[src/rtl/fetch_pkg.sv]
// fetch_pkg -- shared definitions for the instruction-fetch front end.
//
// Contents:
//   INST_W        instruction / fetch data width
//   NOP_INST      ARM "MOV r0, r0"; decode substitutes it for a flushed slot
//   FLUSH_INST    word decode presents while a redirect is flushing the pipe
//   fetch_state_e fetch sequencer states (IDLE, FETCH, DISCARD)
//   word_align()  clears the two byte-offset bits of an address
package fetch_pkg;

  localparam int INST_W = 32;

  localparam logic [31:0] NOP_INST   = 32'hE1A0_0000;
  localparam logic [31:0] FLUSH_INST = NOP_INST;

  typedef enum logic [1:0] {
    IDLE    = 2'd0,
    FETCH   = 2'd1,
    DISCARD = 2'd2
  } fetch_state_e;

  function automatic logic [31:0] word_align(input logic [31:0] addr);
    return addr & 32'hFFFF_FFFC;
  endfunction

endpackage

[src/rtl/fetch_ctrl_if.sv]
// fetch_ctrl_if -- bundle of every non-clock signal around the fetch sequencer.
//
// Groups:
//   PC register   : i_pc, o_pc_en, o_pc_load, o_pc_target
//   Instr memory  : o_imem_req, o_imem_addr, i_imem_ack, i_imem_rdata
//   Decode buffer : o_inst_valid, o_inst, o_inst_pc, i_inst_ready
//   Redirect      : i_branch_valid, i_branch_target
//
// Modports:
//   master -- the fetch sequencer (drives the o_* signals)
//   slave  -- the surrounding core / memory (drives the i_* signals)
interface fetch_ctrl_if #(
  parameter int DATA_W = 32
);

  logic [31:0]       i_pc;
  logic              o_pc_en;
  logic              o_pc_load;
  logic [31:0]       o_pc_target;

  logic              o_imem_req;
  logic [31:0]       o_imem_addr;
  logic              i_imem_ack;
  logic [DATA_W-1:0] i_imem_rdata;

  logic              o_inst_valid;
  logic [DATA_W-1:0] o_inst;
  logic [31:0]       o_inst_pc;
  logic              i_inst_ready;

  logic              i_branch_valid;
  logic [31:0]       i_branch_target;

  modport master (
    input  i_pc, i_imem_ack, i_imem_rdata, i_inst_ready,
           i_branch_valid, i_branch_target,
    output o_pc_en, o_pc_load, o_pc_target, o_imem_req, o_imem_addr,
           o_inst_valid, o_inst, o_inst_pc
  );

  modport slave (
    output i_pc, i_imem_ack, i_imem_rdata, i_inst_ready,
           i_branch_valid, i_branch_target,
    input  o_pc_en, o_pc_load, o_pc_target, o_imem_req, o_imem_addr,
           o_inst_valid, o_inst, o_inst_pc
  );

endinterface

[src/rtl/fetch_buf.sv]
// fetch_buf -- single-entry valid/ready holding register between fetch and decode.
//
// Ports:
//   clk, rst       clock, asynchronous active-high reset
//   load           capture load_inst / load_pc and mark the entry valid
//   load_inst      fetched instruction word
//   load_pc        address of load_inst
//   drain          decode is ready; a valid entry is handed off this cycle
//   flush          redirect in progress; discard the entry
//   valid          entry holds an instruction for decode
//   inst, inst_pc  held instruction and its address
//
// Priority is flush > load > drain: a load in the same cycle as a handoff
// refills the slot rather than leaving it empty.
module fetch_buf
  import fetch_pkg::*;
#(
  parameter int DATA_W = INST_W
) (
  input  logic              clk,
  input  logic              rst,
  input  logic              load,
  input  logic [DATA_W-1:0] load_inst,
  input  logic [31:0]       load_pc,
  input  logic              drain,
  input  logic              flush,
  output logic              valid,
  output logic [DATA_W-1:0] inst,
  output logic [31:0]       inst_pc
);

  logic              valid_q, valid_d;
  logic [DATA_W-1:0] inst_q,  inst_d;
  logic [31:0]       pc_q,    pc_d;

  always_comb begin
    valid_d = valid_q;
    inst_d  = inst_q;
    pc_d    = pc_q;
    if (flush) begin
      valid_d = 1'b0;
    end else if (load) begin
      valid_d = 1'b1;
      inst_d  = load_inst;
      pc_d    = load_pc;
    end else if (drain) begin
      valid_d = 1'b0;
    end
  end

  always_ff @(posedge clk or posedge rst) begin
    if (rst) begin
      valid_q <= 1'b0;
      inst_q  <= '0;
      pc_q    <= '0;
    end else begin
      valid_q <= valid_d;
      inst_q  <= inst_d;
      pc_q    <= pc_d;
    end
  end

  assign valid   = valid_q;
  assign inst    = inst_q;
  assign inst_pc = pc_q;

endmodule

[src/rtl/fetch_ctrl.sv]
// fetch_ctrl -- instruction-fetch sequencer for the ARMv4 front end.
//
// Keeps one instruction-memory request outstanding at the current PC, steps
// the PC register on each accepted response and hands words to decode through
// fetch_buf. A branch reloads the PC combinationally, flushes the buffer and,
// if a request is still in flight, parks in DISCARD until its response is
// swallowed.
//
// Ports:
//   clk, rst  clock, asynchronous active-high reset
//   bus       fetch_ctrl_if.master (PC control, imem, decode buffer, redirect)
//   o_perf_fetched  [PERF_W] buffer handoffs (valid && ready)   -- perf build only
//   o_perf_flushed  [PERF_W] redirect cycles outside IDLE        -- perf build only
//
// Build option:
//   FETCH_CTRL_PERF_EN  adds the two wrapping performance counters above.
module fetch_ctrl
  import fetch_pkg::*;
#(
  parameter int DATA_W = INST_W
`ifdef FETCH_CTRL_PERF_EN
  ,
  parameter int PERF_W = 32
`endif
) (
  input  logic               clk,
  input  logic               rst,
  fetch_ctrl_if.master       bus
`ifdef FETCH_CTRL_PERF_EN
  ,
  output logic [PERF_W-1:0]  o_perf_fetched,
  output logic [PERF_W-1:0]  o_perf_flushed
`endif
);

  fetch_state_e      state_q, state_d;
  logic [31:0]       disc_addr_q, disc_addr_d;

  logic              req;
  logic [31:0]       addr;
  logic              pc_en;
  logic              pc_load;
  logic [31:0]       pc_target;
  logic              branch;
  logic              buf_load;
  logic              buf_flush;

  logic              buf_valid;
  logic [DATA_W-1:0] buf_inst;
  logic [31:0]       buf_pc;

  // Next-state and output decode. A branch outranks a same-cycle ack: the
  // response is dropped and the PC takes the target instead of PC+4. When a
  // request is still waiting at redirect time its address is parked in
  // disc_addr so the memory sees a stable request until the stale ack lands.
  // In DISCARD the ack always returns to FETCH: even with a coincident branch
  // the in-flight response is the one being swallowed and the PC already holds
  // the newest target.
  always_comb begin
    state_d     = state_q;
    disc_addr_d = disc_addr_q;
    req         = 1'b0;
    addr        = '0;
    pc_en       = 1'b0;
    pc_load     = 1'b0;
    pc_target   = '0;
    branch      = 1'b0;
    buf_load    = 1'b0;
    buf_flush   = 1'b0;

    unique case (state_q)
      IDLE: begin
        state_d = FETCH;
      end
      FETCH: begin
        req    = !buf_valid || bus.i_inst_ready;
        addr   = bus.i_pc;
        branch = bus.i_branch_valid;
        if (branch) begin
          if (req && !bus.i_imem_ack) begin
            disc_addr_d = bus.i_pc;
            state_d     = DISCARD;
          end
        end else if (req && bus.i_imem_ack) begin
          buf_load = 1'b1;
          pc_en    = 1'b1;
        end
      end
      DISCARD: begin
        req    = 1'b1;
        addr   = disc_addr_q;
        branch = bus.i_branch_valid;
        if (bus.i_imem_ack) begin
          state_d = FETCH;
        end
      end
      default: begin
        state_d = IDLE;
      end
    endcase

    if (branch) begin
      pc_en     = 1'b1;
      pc_load   = 1'b1;
      pc_target = word_align(bus.i_branch_target);
      buf_flush = 1'b1;
    end
  end

  always_ff @(posedge clk or posedge rst) begin
    if (rst) begin
      state_q     <= IDLE;
      disc_addr_q <= '0;
    end else begin
      state_q     <= state_d;
      disc_addr_q <= disc_addr_d;
    end
  end

  fetch_buf #(
    .DATA_W (DATA_W)
  ) u_fetch_buf (
    .clk       (clk),
    .rst       (rst),
    .load      (buf_load),
    .load_inst (bus.i_imem_rdata),
    .load_pc   (bus.i_pc),
    .drain     (bus.i_inst_ready),
    .flush     (buf_flush),
    .valid     (buf_valid),
    .inst      (buf_inst),
    .inst_pc   (buf_pc)
  );

  assign bus.o_imem_req   = req;
  assign bus.o_imem_addr  = addr;
  assign bus.o_pc_en      = pc_en;
  assign bus.o_pc_load    = pc_load;
  assign bus.o_pc_target  = pc_target;
  assign bus.o_inst_valid = buf_valid;
  assign bus.o_inst       = buf_inst;
  assign bus.o_inst_pc    = buf_pc;

`ifdef FETCH_CTRL_PERF_EN
  logic [PERF_W-1:0] fetched_q, fetched_d;
  logic [PERF_W-1:0] flushed_q, flushed_d;

  // Free-running event counters; they wrap through zero on overflow.
  always_comb begin
    fetched_d = fetched_q;
    flushed_d = flushed_q;
    if (buf_valid && bus.i_inst_ready) begin
      fetched_d = fetched_q + PERF_W'(1);
    end
    if (branch) begin
      flushed_d = flushed_q + PERF_W'(1);
    end
  end

  always_ff @(posedge clk or posedge rst) begin
    if (rst) begin
      fetched_q <= '0;
      flushed_q <= '0;
    end else begin
      fetched_q <= fetched_d;
      flushed_q <= flushed_d;
    end
  end

  assign o_perf_fetched = fetched_q;
  assign o_perf_flushed = flushed_q;
`endif

endmodule

[src/flat_wrapper.sv]
// flat-port wrapper written by rule: the top's interface ports become plain ports
module fetch_ctrl_flat import fetch_pkg::*;
#(
  parameter int DATA_W = INST_W

)
  (clk, rst, bus_i_pc, bus_i_imem_ack, bus_i_imem_rdata, bus_i_inst_ready, bus_i_branch_valid, bus_i_branch_target, bus_o_pc_en, bus_o_pc_load, bus_o_pc_target, bus_o_imem_req, bus_o_imem_addr, bus_o_inst_valid, bus_o_inst, bus_o_inst_pc);
  fetch_ctrl_if #(.DATA_W(DATA_W)) bus_i ();
  input  logic clk;
  input  logic rst;
  input wire logic [$bits(bus_i.i_pc)-1:0] bus_i_pc;
  input wire logic [$bits(bus_i.i_imem_ack)-1:0] bus_i_imem_ack;
  input wire logic [$bits(bus_i.i_imem_rdata)-1:0] bus_i_imem_rdata;
  input wire logic [$bits(bus_i.i_inst_ready)-1:0] bus_i_inst_ready;
  input wire logic [$bits(bus_i.i_branch_valid)-1:0] bus_i_branch_valid;
  input wire logic [$bits(bus_i.i_branch_target)-1:0] bus_i_branch_target;
  output wire logic [$bits(bus_i.o_pc_en)-1:0] bus_o_pc_en;
  output wire logic [$bits(bus_i.o_pc_load)-1:0] bus_o_pc_load;
  output wire logic [$bits(bus_i.o_pc_target)-1:0] bus_o_pc_target;
  output wire logic [$bits(bus_i.o_imem_req)-1:0] bus_o_imem_req;
  output wire logic [$bits(bus_i.o_imem_addr)-1:0] bus_o_imem_addr;
  output wire logic [$bits(bus_i.o_inst_valid)-1:0] bus_o_inst_valid;
  output wire logic [$bits(bus_i.o_inst)-1:0] bus_o_inst;
  output wire logic [$bits(bus_i.o_inst_pc)-1:0] bus_o_inst_pc;
  assign bus_i.i_pc = bus_i_pc;
  assign bus_i.i_imem_ack = bus_i_imem_ack;
  assign bus_i.i_imem_rdata = bus_i_imem_rdata;
  assign bus_i.i_inst_ready = bus_i_inst_ready;
  assign bus_i.i_branch_valid = bus_i_branch_valid;
  assign bus_i.i_branch_target = bus_i_branch_target;
  assign bus_o_pc_en = bus_i.o_pc_en;
  assign bus_o_pc_load = bus_i.o_pc_load;
  assign bus_o_pc_target = bus_i.o_pc_target;
  assign bus_o_imem_req = bus_i.o_imem_req;
  assign bus_o_imem_addr = bus_i.o_imem_addr;
  assign bus_o_inst_valid = bus_i.o_inst_valid;
  assign bus_o_inst = bus_i.o_inst;
  assign bus_o_inst_pc = bus_i.o_inst_pc;
  fetch_ctrl #(.DATA_W(DATA_W)) u_core (.clk(clk), .rst(rst), .bus(bus_i));
endmodule
[config.mk]
export PLATFORM = sky130hd
export DESIGN_NAME = fetch_ctrl_flat
export DESIGN_NICKNAME = d
export VERILOG_FILES = /design/src/rtl/fetch_pkg.sv /design/src/rtl/fetch_ctrl_if.sv /design/src/rtl/fetch_buf.sv /design/src/rtl/fetch_ctrl.sv /design/src/flat_wrapper.sv
export SDC_FILE = /design/constraint.sdc
export NUM_CORES = 1
export LEC_CHECK = 0
export BUFFER_PORTS_ARGS = -buffer_cell sky130_fd_sc_hd__buf_2
export CAP_MARGIN = 20
export CELL_PAD_IN_SITES_DETAIL_PLACEMENT = 1
export CELL_PAD_IN_SITES_GLOBAL_PLACEMENT = 2
export CORE_ASPECT_RATIO = 1.4
export CORE_MARGIN = 2
export CORE_UTILIZATION = 32
export DETAILED_ROUTE_END_ITERATION = 6
export PLACE_DENSITY_LB_ADDON = 0.12
export SYNTH_ARGS = -nofsm -noshare
export SYNTH_HDL_FRONTEND = slang
export SYNTH_HIERARCHICAL = 1
export SYNTH_SLANG_ARGS = --single-unit
[constraint.sdc]
create_clock -name clk -period 5.8 [get_ports clk]
set_input_delay 0.29 -clock clk [delete_from_list [all_inputs] [get_ports clk]]
set_output_delay 0.29 -clock clk [all_outputs]
set_load 0.05 [all_outputs]
==> results.sh, run 1 <==
export IMPL_run_status="finished clean"
export IMPL_fin_area_um2=6490
export IMPL_grt_use_total_pct=16.2
export IMPL_antenna_found_initial=1
export IMPL_fp_dieH_um=152
export IMPL_cts_tree="done"
export IMPL_tightest_slew_ps=925
export IMPL_dieArea_um2=16700
export IMPL_criticalPathCategory="register to register"
export IMPL_hold_class="primary input to async pin"
export IMPL_maxCapViolations=0
export IMPL_max_freq_mhz=321
export IMPL_cts_buffer_depth=2
export IMPL_crit_chain="inv_1 > ha_1 > nand2_1 > nor3_1 > nor2b_4 > buf_4 > mux2_2"
export IMPL_period_needed_ps=3120
export IMPL_syn_cell_area_um2=5010
export IMPL_final_common_cell="buf_2"
export IMPL_via_per_inst=4.80
export IMPL_ant_nets=0
export IMPL_finalWeightedCongestion=0.684
export IMPL_synth_edf_count=0
export IMPL_grt_max_degree=66
export IMPL_worstPathArrival_ps=3350
export IMPL_clock_latency_ps=350
export IMPL_hold_viol=0
export IMPL_cp_end_kind="register"
export IMPL_root_buffer="clkbuf_16"
export IMPL_grt_pass1_wl_mm=21.1
export IMPL_postPlaceCellArea_um2=6190
export IMPL_synthFlopType="dfrtp_1"
export IMPL_cp_start_kind="register"
export IMPL_slew_viol_final=0
export IMPL_htreeDepth=3
export IMPL_rows=54
export IMPL_cts_clk_slew_worst_paths_ps=70
export IMPL_wirelength_mm=13.4
export IMPL_final_cell_mix="buf_2, dfrtp_1, mux2_4"
export IMPL_vias=3671
export IMPL_ys_seq_elements=99
export IMPL_drc=0
export IMPL_relSlewSlack_pct=38.3
export IMPL_grt_pass1_vias=4034
export IMPL_io_buffers=228
export IMPL_async_flop_share_pct=100
export IMPL_slowest_stage="buf_4"
export IMPL_initial_core_util_pct=32.4
export IMPL_cts_resized=0
export IMPL_overflow=0
export IMPL_synth_cell_type_count=28
export IMPL_numCtsBuffers=9
export IMPL_yosys_area_top_type="dfrtp_1"
export IMPL_max_stage_delay_ps=830
export IMPL_firstDrtPassIters=4
export IMPL_fin_crit_sh_pct=53.7
export IMPL_hold_buffers=0
export IMPL_ios=233
export IMPL_drt_first_iter_violations=127
export IMPL_utilization_pct=41.9
export IMPL_seq_area_frac_synth_pct=49.5
export IMPL_synth_top_area_share_pct=49.5
export IMPL_nets=670
export IMPL_chipWidth_um=110
export IMPL_crit_family="buffers and inverters"
export IMPL_fin_worst_skew_ps=6.40
export IMPL_area_growth_pct=29.5
export IMPL_synthCells=347
export IMPL_coreArea_um2=15500
export IMPL_wl_per_cell_um=17.6
export IMPL_required_ps=6030
export IMPL_rsz0062_at_grt="no"
export IMPL_syn_avg_cell_area_um2=14.4
export IMPL_cts_sinks=99
export IMPL_tns_ps=0
export IMPL_drive_gt1_share_pct=61.8
export IMPL_cts_setup_buffers=0
export IMPL_crit_fanout=49
export IMPL_setup_viol=0
export IMPL_ys_top_cells_by_area="dfrtp_1, mux2_4, a22oi_1, nor2b_1, and3_1"
export IMPL_critPathBufInv=2
export IMPL_yosysWarnings=6
export IMPL_dp_hpwl_mm=9.22
## final cells by class
class | count | area, um^2
fillers | 1722 | 8980
flip-flops and latches | 99 | 2480
multi-input cells | 214 | 2260
repair buffers | 233 | 1180
well taps | 196 | 245
clock buffers | 10 | 229
clock inverters | 6 | 72.6
inverters | 6 | 22.5
diodes | 1 | 2.50
## worst reg2reg max path: stages (launching register included)
cell     delay, ps
dfrtp_1        430
inv_1          130
ha_1           210
nand2_1         60
nor3_1         260
nor2b_4        630
buf_4          830
mux2_2         450
## Yosys cell counts, types with 2 or more instances
master    count
buf_6         3
dfrtp_1      99
a22oi_1      32
ha_1          6
inv_1         6
nor2b_1      33
buf_12        7
buf_4         2
a21oi_1       2
mux2_4       90
clkbuf_1     13
mux2_2        7
buf_1         3
and3_1       30
## routing by layer
layer  track usage, %  vias to the layer above  part of all wire, %
met5                0                        -                    0
met4             5.42                        0                  1.7
met3             3.95                       13                  7.2
met2             28.7                      171                   50
met1             18.5                     1830                   41
li1                 -                     1657                    -
## state kept, by name, indices dropped and copies added, names as in the netlist
register / flops
u_core/disc_addr_q: 32
u_core/state_q: 2
u_core/u_fetch_buf/inst: 32
u_core/u_fetch_buf/inst_pc: 32
u_core/u_fetch_buf/valid: 1
## cells by family after synthesis
group,Yosys count,synth area share [%]
multiplexers,98,28.7
adder cells (fa/ha/maj),6,1.50
flip-flops,99,49.5
AO/OA/AOI/OAI,36,5.32
buffers and inverters,35,5.52
AND/OR/NAND/NOR,72,9.39
other,1,0.0749
## worst paths after layout
path | from | to | slack [ps] | depth (start not counted)
worst max-delay path | u_core/state_q[1] | u_core/u_fetch_buf/inst_pc[22] | 2680 | 7
worst min-delay path | rst | u_core/disc_addr_q[8] | 60 | 3
worst max register to register | u_core/state_q[1] | u_core/u_fetch_buf/inst_pc[22] | 2680 | 7
worst min register to register | u_core/u_fetch_buf/inst[19] | u_core/u_fetch_buf/inst[19] | 510 | 1
max in group asynchronous | rst | u_core/u_fetch_buf/inst[8] | 4990 | 3
min in group clk | bus_i_imem_rdata[31] | u_core/u_fetch_buf/inst[31] | 170 | 2
## per-stage QoR
| stage | worst slack (ps) | cells | hold slack, ps |
|---|---|---|---|
| after global placement | 2730 | 748 | 445 |
| after CTS | 2630 | 764 | 69.3 |
| after detailed placement | 2640 | 748 | 452 |
| after floorplan | 3500 | 348 | 432 |
| final | 2680 | 765 | 58.6 |
| after global routing | 2450 | 765 | 95.9 |
Power of run 1 is left out: the tool's default activity adds up to more than one toggle a clock period on the data nets, which glitch-free logic cannot reach.
==> run 2, diff against run 1 <==
Settings changed: ABC_AREA set to 1, CORE_UTILIZATION 32 to 23.
Clock period 5.8 ns to 2.7 ns, I/O delays scaled along.
==> results.sh, run 2 <==
export IMPL_run_status="finished clean"
export IMPL_setup_viol=0
export IMPL_firstDrtPassIters=4
export IMPL_nets=943
export IMPL_r2r_end="u_core/u_fetch_buf/inst_pc[3]"
export IMPL_ff2ff_setup_slack_ps=630
export IMPL_dieArea_um2=22800
export IMPL_grt_use_total_pct=14.8
export IMPL_cts_setup_buffers=0
export IMPL_post_place_ws_ps=458
export IMPL_cp_start_kind="register"
export IMPL_r2r_cells=8
export IMPL_wirelength_mm=16.7
export IMPL_maxCapViolations=0
export IMPL_ant_nets=0
export IMPL_numCtsBuffers=9
export IMPL_io_buffers=228
export IMPL_startpoint="u_core/state_q[1]"
export IMPL_hold_class="primary input to register"
export IMPL_ios=233
export IMPL_syn_avg_cell_area_um2=7.92
export IMPL_crit_fanout=22
export IMPL_antenna_found_initial=0
export IMPL_syn_cell_area_um2=4960
export IMPL_min_to="u_core/u_fetch_buf/inst[14]"
export IMPL_yosysWarnings=6
export IMPL_ys_seq_elements=99
export IMPL_required_ps=2570
export IMPL_synthCells=626
export IMPL_cts_buffer_depth=2
export IMPL_clockPowerShare_pct=13.7
export IMPL_n_antenna_cell=0
export IMPL_layout_setup_ws_ps=363
export IMPL_htreeDepth=3
export IMPL_tns_ps=0
export IMPL_synth_top_area_share_pct=49.9
export IMPL_r2r_start="u_core/state_q[0]"
export IMPL_yosysMostFrequentCell="nand2_1"
export IMPL_drc=0
export IMPL_cts_sinks=99
export IMPL_drive_gt1_share_pct=35.0
export IMPL_p_int_w=0.00414
export IMPL_clock_latency_ps=340
export IMPL_synth_common_cells="nand2_1, dfrtp_1, inv_1"
export IMPL_vias=4723
export IMPL_worstPathArrival_ps=2200
export IMPL_hold_depth=3
export IMPL_hold_worst_slack_ps=16.7
export IMPL_power_leakage_nw=3.83
export IMPL_final_fill_count=2634
export IMPL_fin_worst_skew_ps=6.21
export IMPL_relSlewSlack_pct=46.3
export IMPL_hold_viol=0
export IMPL_synth_cell_type_count=21
export IMPL_slew_viol_final=0
export IMPL_switching_share_pct=56.7
export IMPL_power_density_nw_per_um2=1460
export IMPL_grt_max_degree=65
export IMPL_utilization_pct=31.0
export IMPL_fin_area_um2=6570
export IMPL_criticalPathCategory="register to primary output"
export IMPL_chipWidth_um=128
export IMPL_synthFlopType="dfrtp_1"
export IMPL_seq_area_frac_synth_pct=49.9
export IMPL_ys_top_cells_by_area="dfrtp_1, nand2_1, nand3_1, o21ai_2, inv_1"
export IMPL_final_cell_mix="nand2_1, buf_2, dfrtp_1"
export IMPL_rsz0062_at_grt="no"
export IMPL_cts_tree="done"
export IMPL_period_needed_ps=2340
export IMPL_async_flop_share_pct=100
export IMPL_postPlaceCellArea_um2=6240
export IMPL_finalWeightedCongestion=0.724
export IMPL_fin_crit_sh_pct=86.6
export IMPL_rows=63
export IMPL_fp_dieH_um=178
export IMPL_final_common_cell="nand2_1"
export IMPL_root_buffer="clkbuf_16"
export IMPL_cts_clk_slew_worst_paths_ps=70
export IMPL_dp_hpwl_mm=12.0
export IMPL_grt_pass1_vias=5029
export IMPL_coreArea_um2=21200
export IMPL_grt_pass1_wl_mm=26.2
export IMPL_synth_edf_count=0
export IMPL_max_freq_mhz=428
export IMPL_via_per_inst=4.29
export IMPL_combPwrFrac_pct=60.0
export IMPL_wl_per_cell_um=15.2
export IMPL_cp_end_kind="primary output"
export IMPL_yosys_area_top_type="dfrtp_1"
export IMPL_initial_core_util_pct=23.4
export IMPL_area_growth_pct=32.4
export IMPL_min_from="bus_i_imem_rdata[14]"
export IMPL_seq_power_share_pct=26.3
export IMPL_drt_first_iter_violations=110
export IMPL_p_switching_w=0.00543
export IMPL_ir_drop_mv=0.576
export IMPL_overflow=0
export IMPL_tightest_slew_ps=806
run 2: cell count changes after synthesis, sizes merged, moves of 31 or more:
cell and change:
inv +65, nor2 +35, nand2 +237, a21oi +31, a22oi -32, o21ai +33
nand3 +66, nor2b -34, mux2 -97
run 2: worst max-delay path by stage:
stage,endpoint,slack (ps),depth (start not counted)
floorplan,u_core/u_fetch_buf/inst[10],560,11
global placement,bus_o_imem_addr[17],550,5
detailed placement,bus_o_imem_addr[27],460,5
CTS,bus_o_imem_addr[15],70,5
global route,bus_o_imem_addr[6],150,6
finish,bus_o_imem_addr[7],360,6
run 2: cell type report:
cell class	count	area, um^2	share of cell area (%)
flip-flops and latches	99	2480	37.7
multi-input cells	415	1930	29.4
repair buffers	240	1280	19.5
well taps	260	325	4.95
inverters	71	267	4.06
clock buffers	10	229	3.49
clock inverters	5	63.8	0.971
run 2: layer usage:
metal / wire [um] / global-route usage (%) / vias up
li1: - / - / 2333
met1: 6670 / 16.3 / 2241
met2: 8990 / 28.5 / 135
met3: 777 / 2.95 / 14
met4: 235 / 4.17 / 0
met5: 0 / 0 / -
run 2: metrics by stage:
stage               std cells  power [W]
floorplan                 627    0.00690
global placement         1083    0.00818
detailed placement       1083    0.00830
CTS                      1099    0.00966
global route             1100     0.0102
finish                   1100    0.00957
run 2: critical path: stages (launching register included):
cell and delay (ps):
dfrtp_1 440, inv_1 130, ha_2 400, buf_4 350, nand2_1 100, a21oi_1 160, buf_2 280
run 2: repair_timing:
action / in CTS / in global routing
gates resized for setup: 0 / 0
endpoints found under the hold margin: 35 / 0
hold buffers: 1 / 0
run 2: power groups by stage:
stage,Sequential [W],Combinational [W],Clock (W)
6_report,0.00252,0.00574,0.00131
2_1_floorplan,0.00406,0.00285,0
3_5_place_dp,0.00255,0.00574,0
3_3_place_gp,0.00252,0.00566,0
5_1_grt,0.00261,0.00617,0.00143
4_1_cts,0.00253,0.00575,0.00138
run 2: logic make-up (layout without fill, tap and decap cells):
family	after synthesis	after routing	synth area share (%)
other	1	2	0.0756
AO/OA/AOI/OAI	66	66	9.00
flip-flops	99	99	49.9
adder cells (fa/ha/maj)	6	6	1.51
AND/OR/NAND/NOR	341	341	28.0
buffers and inverters	113	326	11.5
Note: power is estimated with default switching activity, not from simulation.
